File: config.mk
export PLATFORM = sky130hd
export DESIGN_NAME = stream_rr_arbiter
export DESIGN_NICKNAME = d
export VERILOG_FILES = /design/src/rtl/stream_arb_pkg.sv /design/src/rtl/rr_select.sv /design/src/rtl/stream_rr_arbiter.sv
export SDC_FILE = /design/constraint.sdc
export NUM_CORES = 1
export LEC_CHECK = 0
export BUFFER_PORTS_ARGS = -buffer_cell sky130_fd_sc_hd__buf_2
export CAP_MARGIN = 10
export CORE_MARGIN = 1
export CORE_UTILIZATION = 35
export DETAILED_ROUTE_END_ITERATION = 10
export GPL_ROUTABILITY_DRIVEN = 0
export HOLD_SLACK_MARGIN = 0.06
export PLACE_DENSITY = 0.64
export SYNTH_ARGS = -nofsm -noshare
export SYNTH_HDL_FRONTEND = slang
export SYNTH_SLANG_ARGS = --single-unit
File: constraint.sdc
create_clock -name clk_i -period 3 [get_ports clk_i]
set_input_delay 0 -clock clk_i [delete_from_list [all_inputs] [get_ports clk_i]]
set_output_delay 0 -clock clk_i [all_outputs]
set_load 0.1 [all_outputs]
File: src/rtl/stream_arb_pkg.sv
// Shared types and helpers for the round-robin stream arbiter.
// Holds the packet-lock state encoding and the modulo-N pointer increment.
package stream_arb_pkg;

   typedef enum logic {
      IDLE   = 1'b0,
      LOCKED = 1'b1
   } lock_state_e;

   // Explicit wrap so non-power-of-two requester counts stay in range.
   function automatic int wrap_inc(input int idx, input int n);
      return (idx + 1 >= n) ? 0 : idx + 1;
   endfunction

endpackage

File: src/rtl/rr_select.sv
// Combinational round-robin pick: first set request at or above ptr, wrapping.
// Zero latency; the grant is one-hot, or all-zero when nothing is requesting.
module rr_select #(
   parameter int N  = 4,
   parameter int IW = 2
) (
   input  logic [N-1:0]  req,
   input  logic [IW-1:0] ptr,
   output logic [N-1:0]  gnt,
   output logic [IW-1:0] gnt_idx,
   output logic          any_gnt
);

   logic [2*N-1:0] dbl;

   // Scanning the doubled vector downwards leaves the lowest hit at or above ptr.
   always_comb begin
      dbl     = {req, req};
      gnt     = '0;
      gnt_idx = '0;
      any_gnt = 1'b0;
      for (int i = 2*N-1; i >= 0; i--) begin
         if (dbl[i] && (i >= int'(ptr))) begin
            gnt_idx = IW'((i >= N) ? (i - N) : i);
            any_gnt = 1'b1;
         end
      end
      gnt[gnt_idx] = any_gnt;
   end

endmodule

File: src/rtl/stream_rr_arbiter.sv
// Round-robin N:1 stream arbiter with optional packet lock and a registered output slice.
// One cycle from accept to valid_o; full throughput, ready_o only while the output slot can load.
module stream_rr_arbiter
   import stream_arb_pkg::*;
#(
   parameter  int N    = 4,
   parameter  int DW   = 8,
   parameter  int LOCK = 0,
   localparam int IW   = $clog2(N)
) (
   input  logic          clk_i,
   input  logic          rst_i,
   input  logic          clear_i,
   input  logic [N-1:0]  valid_i,
   output logic [N-1:0]  ready_o,
   input  logic [N*DW-1:0] data_i,
   input  logic [N-1:0]  last_i,
   output logic          valid_o,
   input  logic          ready_i,
   output logic [DW-1:0] data_o,
   output logic          last_o,
   output logic [IW-1:0] idx_o
);

   lock_state_e   state_q;
   logic [IW-1:0] lock_idx_q;
   logic [IW-1:0] ptr_q;
   logic [N-1:0]  lock_mask;
   logic [N-1:0]  req;
   logic [N-1:0]  gnt;
   logic [IW-1:0] gnt_idx;
   logic          any_gnt;
   logic          load_en;
   logic          accept;

   // While locked only the owning requester may compete.
   assign lock_mask = {{(N-1){1'b0}}, 1'b1} << lock_idx_q;
   assign req       = (state_q == LOCKED) ? (valid_i & lock_mask) : valid_i;

   rr_select #(
      .N  (N),
      .IW (IW)
   ) u_rr_select (
      .req     (req),
      .ptr     (ptr_q),
      .gnt     (gnt),
      .gnt_idx (gnt_idx),
      .any_gnt (any_gnt)
   );

   assign load_en = ~valid_o | ready_i;
   assign ready_o = gnt & {N{load_en & ~clear_i & ~rst_i}};
   assign accept  = |ready_o;

   always_ff @(posedge clk_i) begin
      if (rst_i) begin
         valid_o <= 1'b0;
         data_o  <= '0;
         last_o  <= 1'b0;
         idx_o   <= '0;
         ptr_q   <= '0;
      end else if (clear_i) begin
         valid_o <= 1'b0;
         ptr_q   <= '0;
      end else if (accept) begin
         valid_o <= 1'b1;
         data_o  <= data_i[gnt_idx*DW +: DW];
         last_o  <= last_i[gnt_idx];
         idx_o   <= gnt_idx;
         ptr_q   <= IW'(wrap_inc(int'(gnt_idx), N));
      end else if (ready_i) begin
         valid_o <= 1'b0;
      end
   end

   if (LOCK != 0) begin : g_lock
      lock_state_e   state_d;
      logic [IW-1:0] lock_idx_d;

      always_ff @(posedge clk_i) begin
         if (rst_i || clear_i) begin
            state_q    <= IDLE;
            lock_idx_q <= '0;
         end else begin
            state_q    <= state_d;
            lock_idx_q <= lock_idx_d;
         end
      end

      always_comb begin
         state_d    = state_q;
         lock_idx_d = lock_idx_q;
         if (accept) begin
            case (state_q)
               IDLE: begin
                  // A single-beat packet never takes the lock.
                  if (!last_i[gnt_idx]) begin
                     state_d    = LOCKED;
                     lock_idx_d = gnt_idx;
                  end
               end
               LOCKED: begin
                  if ((gnt_idx == lock_idx_q) && last_i[gnt_idx]) begin
                     state_d = IDLE;
                  end
               end
               default: state_d = IDLE;
            endcase
         end
      end
   end else begin : g_nolock
      assign state_q    = IDLE;
      assign lock_idx_q = '0;
   end

endmodule

-- Word level (Yosys, flattened, before mapping)
Cells that the tools add are included.
W data, S select, Z words.
- register bits: 14
- logic and storage cells: 50
- add/sub/neg operators: 1
- $lt $le $gt $ge: 6
- shift-type cells: 1
- mux-type cells: 21
- bitwise gates (word level): 8
- reduce and logical (&&, ||, !) cells: 8
- operators with widths (operator ; count):
    $shiftx A32 B6 Y8 ; 1
    $mux W2 ; 8
    $mux W1 ; 11
    $and A4 B4 Y4 ; 2
    $ge A1 B2 Y1 const A ; 2
    $logic_and A1 B1 Y1 ; 4
    $reduce_or A4 Y1 ; 1
    $add A2 B1 Y3 const B ; 1
    $ge A3 B3 Y1 const B ; 1
    $lt A2 B3 Y1 const B ; 1
    $not A1 Y1 ; 3
    $and A1 B1 Y1 ; 2
    $bmux W1 S2 ; 1
    $demux W1 S2 ; 1
    $ge A2 B1 Y1 const B ; 1
    $ge A2 B2 Y1 const A ; 1
    $reduce_and A2 Y1 ; 1
    $reduce_bool A2 Y1 ; 1
    $reduce_or A2 Y1 ; 1
    $or A1 B1 Y1 ; 1

-- Depth between registers and ports, before layout
- word-level depth: 15
- mapped depth: 11

-- Cells and area by module
Synthesis repeated with hierarchy kept, for this count alone.
- cell total of the unflattened synthesis: 118
- area total of the unflattened synthesis: 1104.8 um^2
- by module, submodules not included (module ; times used ; cells an instance ; area each (um^2) ; sequential area each (um^2)):
    stream_rr_arbiter ; 1 ; 84 ; 878.3 ; 280.3
    rr_select ; 1 ; 34 ; 226.5 ; 0.0

-- Worst setup path after synthesis
Ideal clock, no wire load.
- kind: register to register
- start: register ptr_q[1]
- end: register data_o[0]
- setup time: 0.128 ns
- arrival: 2.320 ns
- path slack: 0.552 ns
- cell stages (with the launch flop): 12
- period minus slack after synthesis: 2.448 ns
- cell sequence: dfxtp_1 > a21oi_1 > o21ai_1 > o2bb2a_1 > clkbuf_1 > buf_2 > inv_1 > ha_1 > o41ai_4 > or2_1 > buf_6 > o221ai_2
- cells in the longest elaborated chain, start to end: 13
- elaborated cells on any way between the ends: 22
- ends and longest elaborated chain (item ; RTL line ; RTL):
    start, declared ; stream_rr_arbiter.sv:27 ; logic [IW-1:0] ptr_q;
    start signal, assigned ; stream_rr_arbiter.sv:70 ; ptr_q <= IW'(wrap_inc(int'(gnt_idx), N));
    $ge A2 B2 Y1 ; rr_select.sv:23 ; if (dbl[i] && (i >= int'(ptr))) begin
    $logic_and A1 B1 Y1 ; rr_select.sv:23 ;
    $mux W2 (2 in series) ; rr_select.sv:23 ;
    $mux W2 * ; rr_select.sv:23 ;
    via gnt_idx[1] ; stream_rr_arbiter.sv:31 ; logic [IW-1:0] gnt_idx;
    $lt A2 B3 Y1 (implied by the code) / $ge A2 B1 Y1 (equally long branches) ; rr_select.sv:28 ; gnt[gnt_idx] = any_gnt;
    $logic_and A1 B1 Y1 (implied by the code) ; rr_select.sv:28 ;
    $mux W1 (implied by the code) ; rr_select.sv:28 ;
    $demux W1 S2 ; n/a ;
    $and A4 B4 Y4 (no source line) ; n/a ;
    $and A4 B4 Y4 ; stream_rr_arbiter.sv:52 ; assign ready_o = gnt & {N{load_en & ~clear_i & ~rst_i}};
    $reduce_or A4 Y1 ; stream_rr_arbiter.sv:53 ; assign accept = |ready_o;
    $reduce_and A2 Y1 (no source line) ; n/a ;
    end signal, assigned ; stream_rr_arbiter.sv:67 ; data_o <= data_i[gnt_idx*DW +: DW];
    end, declared ; stream_rr_arbiter.sv:20 ; output logic [DW-1:0] data_o,
The timed path passes the listed nets; every way through them passes the cells marked *.
A chain may end at the register's enable or synchronous reset.

-- Worst setup path in the final report
- start: register ptr_q[1]
- end: register data_o[2]
- cells in the longest elaborated chain, start to end: 13
- elaborated cells on any way between the ends: 22
- ends and longest elaborated chain (item ; RTL line):
    $ge A2 B2 Y1 ; rr_select.sv:23
    $logic_and A1 B1 Y1 ; rr_select.sv:23
    $mux W2 (3 in series) ; rr_select.sv:23
    $lt A2 B3 Y1 (implied by the code) / $ge A2 B1 Y1 (equally long branches) ; rr_select.sv:28
    $logic_and A1 B1 Y1 (implied by the code) ; rr_select.sv:28
    $mux W1 (implied by the code) ; rr_select.sv:28
    $demux W1 S2 ; n/a
    $and A4 B4 Y4 (no source line) ; n/a
    $and A4 B4 Y4 ; stream_rr_arbiter.sv:52
    $reduce_or A4 Y1 ; stream_rr_arbiter.sv:53
    $reduce_and A2 Y1 (no source line) ; n/a
Several ways; a longest one is shown, not always the timed one.

==> impl_metrics.csv <==
group,metric,value,unit
outcome,status,"completed",
global_routing,grt_pass1_vias,1175,
final_layout,final_core_util,67.7,%
sta,tightest_slew,0.563,ns
pwr,clockPowerShare,20.4,%
logic_synthesis,synth.avg_cell_area,10.6,um2
critical_path,reg2reg_from,"ptr_q[1]$_SDFFE_PP0P_",
clocking,root_buffer,"clkbuf_4",
clocking,path_clk_slew,0.09,ns
critical_path,setup.worst_path.start,"ptr_q[1]$_SDFFE_PP0P_",
routing,ant_nets,0,
final_layout,drive_gt1_share,41.5,%
floorplan,dieHeight,55.2,um
pwr,p_leak,0.797,nW
logic_synthesis,ys_top_cells_by_area,"dfxtp_1 (28%), mux2i_1 (21%), o221ai_2 (14%)",
pwr,p_switching,0.275,mW
sta,setup_viol,0,
clocking,clkSinkCount,14,
clocking,cts_tree,"built",
logic_synthesis,synth.most_common_cell,"mux2i_1",
pwr,pwr-share-seq,31.3,%
logic_synthesis,synth_seq_area_share,28.2,%
sta,max-slew-margin-rel,62.5,%
routing,drc,0,
critical_path,crit_end,"data_o[2]$_SDFFE_PP0P_",
pwr,p_int,0.398,mW
place,dp_slack,0.392,ns
global_routing,grt_max_degree,15,
floorplan,fp.dieW,55.2,um
routing,drt_first_pass_iters,3,
pwr,power,0.673,mW
sta,holdWs,0.459,ns
floorplan,core_area,2570,um2
routing,drtIter0Drc,7,
job,max_cap_violations,0,
logic_synthesis,synthCells,94,
final_layout,fillers,197,
sta,tns,0,ns
sta,maxSlewViolCount,0,
critical_path,worstPathRequired,3.15,ns
critical_path,startpoint_type,"flip-flop",
final_layout,antenna_cells,0,
logic_synthesis,netlist_top_cells_count,"mux2i_1 (21), dfxtp_1 (14), nand3b_1 (9), o221ai_2 (9)",
clocking,h-tree-depth,1,
final_layout,layout.nets,242,
global_routing,antenna_found_initial,0,
clocking,cts_resized,0,
logic_synthesis,synthFlopType,"dfxtp_1",
critical_path,arrival,2.77,ns
clocking,clockBufferDepth,2,
min_path,holdCritPathClass,"reg2reg",
logic_synthesis,netlist.area_leader.share,28.2,%
logic_synthesis,synth.distinct_cells,26,
routing,vias_per_cell,4.97,
sta,period_share,87.4,%
final_layout,design_area,1740,um2
critical_path,reg2reg_depth,7,
logic_synthesis,synth_top_area_cell,"dfxtp_1",
pwr,peakVddDrop,0.283,mV
logic_synthesis,ys_ff_latch,14,
sta,fin_ws,0.379,ns
sta,period_needed,2.62,ns
global_routing,grt_usage,19.5,%
sta,max_freq,0.381,GHz
critical_path,r2r_slack,0.38,ns
final_layout,area_growth,75.2,%
place,dp.cells,180,
clocking,post-cts-setup-buffer-count,0,
logic_synthesis,yosys_warnings,0,
place,port_buffers,59,
sta,hold_violations,0,
critical_path,end_kind,"flip-flop",
pwr,powerDensity,387,nW/um2
floorplan,rows,18,
sta,rsz0062_at_grt,"false",
logic_synthesis,synth_edf_count,0,
critical_path,crit_type,"reg2reg",
floorplan,start_util,38.6,%
global_routing,grt_pass1_wl,4.86,mm
floorplan,die-area,3050,um2
floorplan,pin_count,60,
pwr,combPwrFrac,48.3,%
clocking,hold_buffers,39,
place,dpl.hpwl,1.75,mm
final_layout,fin_cells,223,
logic_synthesis,ys_async_sr_fraction,0,%
critical_path,critPathMaxFanout,10,
logic_synthesis,syn_area,992,um2
global_routing,grt_overflow,0,
pwr,swShare,40.8,%
clocking,insertion_delay,0.28,ns
sta,clock_skew,0.00317,ns
routing,routedWlPerCell,12.2,um
min_path,min_from,"idx_o[0]$_SDFFE_PP0P_",
logic_synthesis,syn_nets,142,
critical_path,r2r_end,"data_o[2]$_SDFFE_PP0P_",
routing,wl,2.71,mm
routing,vias,1109,
place,placedInstanceArea,1310,um2
clocking,numCtsBuffers,3,
## cell type report
cell class	instances	area [um2]	area share, %
clock buffer	4	36.3	2.09
inverter	4	15.0	0.864
multi-input combinational	69	653	37.6
sequential	14	280	16.1
tap	30	37.5	2.16
timing repair buffer	102	716	41.2
## critical path, stage by stage, from the launching register on
cell      delay [ns]
dfxtp_1         0.43
mux2i_1         0.21
nor2_1          0.06
a311o_1         0.41
ha_1            0.27
o41ai_4         0.41
or2_1           0.52
o221ai_2        0.18
## layer usage
layer	share of wire [%]	vias to the layer above	GRT usage (%)
met2	51	38	36.5
met1	43	512	21.2
li1	-	557	-
met3	5.6	2	3.28
met5	0	-	0
met4	0.74	0	8.57
## registers in the layout, indices dropped and copies added, names as in the netlist
| name | flops |
|---|---|
| last_o | 1 |
| idx_o | 2 |
| valid_o | 1 |
| data_o | 8 |
| ptr_q | 2 |
## kinds of logic (layout without fill, tap and decap cells)
logic type	Yosys count	count (layout)	synth area share (%)
compound gates	19	19	23.2
fa+ha+maj	4	4	5.04
buf+inv	11	110	5.93
flops	14	14	28.2
mux	21	21	21.2
simple gates	25	25	16.4
## power by group through the flow
stage,combinational [mW],clock (mW),sequential [mW]
6_report,0.325,0.137,0.211
5_1_grt,0.345,0.149,0.213
4_1_cts,0.323,0.139,0.210
3_5_place_dp,0.272,0,0.214
3_3_place_gp,0.270,0,0.215
2_1_floorplan,0.103,0,0.324
## worst min path at each step
stage / end / slack [ns] / cells past startpoint
floorplan: ptr_q[0]$_SDFFE_PP0P_ / 0.07 / 1
global placement: ptr_q[0]$_SDFFE_PP0P_ / 0.23 / 2
detailed placement: ptr_q[0]$_SDFFE_PP0P_ / 0.23 / 2
CTS: ptr_q[0]$_SDFFE_PP0P_ / 0.46 / 3
global route: idx_o[0]$_SDFFE_PP0P_ / 0.50 / 2
finish: idx_o[0]$_SDFFE_PP0P_ / 0.46 / 2
## cell usage in the layout (no fill, tap or decap)
| master | instances |
|---|---|
| buf_2 | 59 |
| dlygate4sd3_1 | 39 |
| mux2i_1 | 21 |
| dfxtp_1 | 14 |
| nand3b_1 | 9 |
| o221ai_2 | 9 |
| inv_1 | 4 |
| a21oi_1 | 4 |
| and2_1 | 4 |
| ha_1 | 4 |
| buf_4 | 4 |
| nor2_1 | 3 |
| nand2b_1 | 3 |
| clkbuf_4 | 3 |
| a311o_1 | 1 |
| o21ai_1 | 1 |
| o2bb2a_1 | 1 |
| or4_1 | 1 |
| and3_4 | 1 |
| o41ai_4 | 1 |
| nor3_1 | 1 |
| nor2_2 | 1 |
| a2111oi_2 | 1 |
| or2_1 | 1 |
| nand2_1 | 1 |
| a21boi_1 | 1 |
| clkbuf_8 | 1 |
(Power assumes the default switching activity.)
